### src/rtl/stream_demux.sv
// 1-to-N valid/ready stream demultiplexer with packet-level routing and a
// one-entry registered output stage per channel; bad selects are dropped and counted.
//
// state  | meaning
// IDLE   | waiting for a first beat; target comes straight from in_sel
// FWD    | mid-packet, beats routed to the locked channel cur_ch
// DROP   | mid-packet with an invalid select, beats discarded
module stream_demux #(
    parameter int DATA_W = 8,
    parameter int N_CH   = 4,
    parameter int SEL_W  = 2
) (
    input  logic                     clk,
    input  logic                     rst_n,
    input  logic                     in_valid,
    output logic                     in_ready,
    input  logic [DATA_W-1:0]        in_data,
    input  logic [SEL_W-1:0]         in_sel,
    input  logic                     in_last,
    output logic [N_CH-1:0]          out_valid,
    input  logic [N_CH-1:0]          out_ready,
    output logic [N_CH*DATA_W-1:0]   out_data,
    output logic [N_CH-1:0]          out_last,
    output logic [7:0]               drop_cnt
);

    typedef enum logic [1:0] {
        S_IDLE = 2'd0,
        S_FWD  = 2'd1,
        S_DROP = 2'd2
    } state_t;

    localparam logic [SEL_W:0] N_CH_W = (SEL_W+1)'(N_CH);

    state_t            state, state_nxt;
    logic [SEL_W-1:0]  cur_ch;
    logic [SEL_W-1:0]  tgt_ch;
    logic [N_CH-1:0]   tgt_hot;
    logic [N_CH-1:0]   load;
    logic              sel_ok;
    logic              route_en;
    logic              accept;

    assign sel_ok = ({1'b0, in_sel} < N_CH_W);
    assign tgt_ch = (state == S_FWD) ? cur_ch : in_sel;
    assign accept = in_valid && in_ready;
    assign load   = {N_CH{accept && route_en}} & tgt_hot;

    // One-hot decode avoids indexing out_valid with an out-of-range select.
    always_comb begin
        tgt_hot = '0;
        for (int k = 0; k < N_CH; k++) begin
            tgt_hot[k] = (tgt_ch == SEL_W'(k));
        end
    end

    always_ff @(posedge clk or negedge rst_n) begin
        if (!rst_n) begin
            state <= S_IDLE;
        end else begin
            state <= state_nxt;
        end
    end

    always_comb begin
        state_nxt = state;
        if (accept) begin
            case (state)
                S_IDLE: begin
                    if (!in_last) state_nxt = sel_ok ? S_FWD : S_DROP;
                end
                S_FWD, S_DROP: begin
                    if (in_last) state_nxt = S_IDLE;
                end
                default: state_nxt = S_IDLE;
            endcase
        end
    end

    // A load into a full register is allowed only when it drains the same cycle.
    always_comb begin
        route_en = 1'b0;
        in_ready = 1'b1;
        case (state)
            S_IDLE:  route_en = sel_ok;
            S_FWD:   route_en = 1'b1;
            default: route_en = 1'b0;
        endcase
        if (route_en) begin
            in_ready = |(tgt_hot & (~out_valid | out_ready));
        end
    end

    always_ff @(posedge clk or negedge rst_n) begin
        if (!rst_n) begin
            cur_ch   <= '0;
            drop_cnt <= '0;
        end else if (accept && state == S_IDLE) begin
            if (sel_ok && !in_last) begin
                cur_ch <= in_sel;
            end
            if (!sel_ok && drop_cnt != 8'hFF) begin
                drop_cnt <= drop_cnt + 8'd1;
            end
        end
    end

    always_ff @(posedge clk or negedge rst_n) begin
        if (!rst_n) begin
            out_valid <= '0;
            out_data  <= '0;
            out_last  <= '0;
        end else begin
            for (int k = 0; k < N_CH; k++) begin
                if (load[k]) begin
                    out_valid[k]                   <= 1'b1;
                    out_data[k*DATA_W +: DATA_W]   <= in_data;
                    out_last[k]                    <= in_last;
                end else if (out_valid[k] && out_ready[k]) begin
                    out_valid[k] <= 1'b0;
                end
            end
        end
    end

endmodule

### config.mk
export PLATFORM = sky130hd
export DESIGN_NAME = stream_demux
export DESIGN_NICKNAME = d
export VERILOG_FILES = /design/src/rtl/stream_demux.sv
export SDC_FILE = /design/constraint.sdc
export NUM_CORES = 1
export LEC_CHECK = 0
export CELL_PAD_IN_SITES_DETAIL_PLACEMENT = 0
export CELL_PAD_IN_SITES_GLOBAL_PLACEMENT = 1
export CORE_MARGIN = 2
export CORE_UTILIZATION = 37
export DETAILED_ROUTE_END_ITERATION = 8
export GPL_TIMING_DRIVEN = 0
export PLACE_DENSITY_LB_ADDON = 0.1
export REMOVE_ABC_BUFFERS = 1
export SYNTH_ARGS = -nofsm -noshare
export SYNTH_HDL_FRONTEND = slang
export SYNTH_SLANG_ARGS = --single-unit
### constraint.sdc
create_clock -name clk -period 5.46 [get_ports clk]
set_input_delay 1.092 -clock clk [delete_from_list [all_inputs] [get_ports clk]]
set_output_delay 1.092 -clock clk [all_outputs]
set_load 0.01 [all_outputs]
==> results.ini <==
[floorplan]
fp.coreArea_um2 = 4750
io_pins = 67
die_h_um = 74.7
die_w_um = 74.7
start_util = 0.388
dieArea_um2 = 5570
row_count = 25

[yosys]
synth-seq-cells = 43
synth.top_cell.area_share = 0.583
netlist_top_cells_count = dfrtp_1, mux2_2, buf_4, nand2_1, nand3b_1
netlist_area_um2 = 1850
postSynthAreaPerCell_um2 = 14.5
synth_ff_type = dfrtp_1
ys_warn_count = 0
async_flop_share = 1.00
synth.area.top_cells = dfrtp_1, mux2_2, buf_4, a21oi_4, o41ai_4
ys_types = 29
yosys.area.top_type = dfrtp_1
postSynthCellCount = 127
synth_edf_count = 0
yosysMostFrequentCell = dfrtp_1
yosysSeqAreaShare = 0.583

[worst_setup_path]
worstSetupPathType = in2out
cp-end-kind = primary output
cp_max_fo = 5
cp-start-kind = input pin
critPathRequiredTime_ps = 4370
crit_arrival_ps = 3130

[grt]
grt_overflow = 0
grtUsageTotal = 0.156
grt_antenna_before_repair = 0
grt_start_max_net_pins = 28
first_global_vias = 1221
grt_pass1_wl_um = 6200

[cells_and_area]
fin_area_um2 = 2580
drive_gt1_frac = 0.286
nets = 209
n_antenna_cell = 0
syn2layout_area_growth_pct = 39.8

[clock_tree]
cts_buffers = 5
clk_path_buf_depth = 2
cts.sinks = 43
clkTransAtPathRegs_ps = 70
clk_root_buffer_cell = clkbuf_8
insertion_delay_ps = 280
htree_levels = 2
post_cts_resized = 0
postCtsSetupRepairBufs = 0
holdBufCountCts = 0
cts_tree = built

[sta]
period_share = 0.774
relSlewSlack = 0.563
setup_viol_count_final = 0
drv_slew = 0
clock.fmax_mhz = 237
hold_violations = 0
worstMarginPinSlew_ps = 653
rsz0062_at_grt = false
skew_ps = 7.85
fin_hold_ws_ps = 492
layout_min_cycle_time_ps = 4230
tns_ps = 0

[placed_design]
port-buffer-count = 58
place_congestion = 0.686
hpwlAfterDp_um = 2810
dpl-instance-area_um2 = 2480

[drt]
dr.pass1.iters = 4
drcViolationCount = 0
totalWireLength_um = 3970
top_layer = met4
dr_wl_met3_um = 265
wl_per_cell_um = 15.3
route.met2.wl_um = 1930
vias_per_cell = 4.63
drt_iter0_drc = 35
m1WireLength_um = 1720
ant_nets = 0
num_vias = 1199

[hold_path]
hold_class = reg2reg

[pwr]
p_leak_nw = 1.07
ir_worst_vdd_mv = 0.292
powerDensity_nw_per_um2 = 574

[run_status]
status = finished clean

[flow_run]
max_cap_violations = 0

## flip-flops by register name, summed over array words and instances (netlist names)
name and cells:
out_valid 4, state 1, cur_ch 2, out_data 32
out_last 4
## path summary, 6_finish.rpt
path / startpoint / end / slack, ps / cells after the start
min in group asynchronous: rst_n / out_valid[3] / 730 / 1
max: in_sel[0] / in_ready / 1230 / 5
min reg2reg: out_valid[2] / out_valid[2] / 490 / 2
max in group asynchronous: rst_n / out_data[8] / 4240 / 2
min: out_valid[2] / out_valid[2] / 490 / 2
max reg2reg: state[0] / out_data[15] / 3070 / 5
## routing by layer
metal	vias up	global-route usage
li1	561	-
met1	591	0.198
met2	40	0.248
met3	7	0.0562
met4	0	0.0536
met5	-	0
## cells by family after synthesis
logic type	after synthesis	share of synthesized area
AO/OA/AOI/OAI	10	0.0637
AND/OR/NAND/NOR	25	0.0793
other	1	0.00203
flip-flops	43	0.583
multiplexers	38	0.232
buffers and inverters	10	0.0406
## power by group
part / switching [mW] / internal [mW] / leakage [nW]
sequential: 0.0895 / 0.476 / 0.519
combinational: 0.269 / 0.434 / 0.500
clock: 0.0989 / 0.115 / 0.0515
## per-stage QoR
step                worst slack (ps)  power (mW)  utilization  instances
floorplan                       2240       0.892            -        125
global placement                1250        1.26        0.519        250
detailed placement              1240        1.28        0.522        251
CTS                             1230        1.51        0.543        259
global route                    1150        1.58        0.543        259
finish                          1230        1.48        0.543        259
## cells in the final DEF, fill, tap and decap left out, drive strengths merged
cell type	netlist	layout
nand3	1	1
nor3	1	1
clkdlybuf4s50	0	57
nand2b	2	2
a21oi	3	3
and2	1	1
dfrtp	43	43
clkbuf	0	8
o21bai	2	2
mux2	38	38
conb	1	8
a21boi	2	2
or3	1	1
o21ba	1	1
nand3b	3	3
o41ai	1	1
or4	1	1
nor2b	2	2
nand2	7	7
buf	9	2
inv	1	1
o21ai	1	1
or3b	2	2
nor2	3	3
nor3b	1	1
## critical path, cell delays in order
cell and delay [ps]:
clkdlybuf4s50_1 540, or3b_1 230, a21boi_2 110, or4_2 670, clkdlybuf4s50_1 500
## final cells by class
| type | instances | area [um^2] |
|---|---|---|
| well taps | 67 | 83.8 |
| repair buffers | 59 | 596 |
| fillers | 427 | 2170 |
| multi-input cells | 81 | 722 |
| inverters | 1 | 3.75 |
| clock buffers | 8 | 100 |
| flip-flops and latches | 43 | 1080 |
Power figures use the tool's default switching activity.
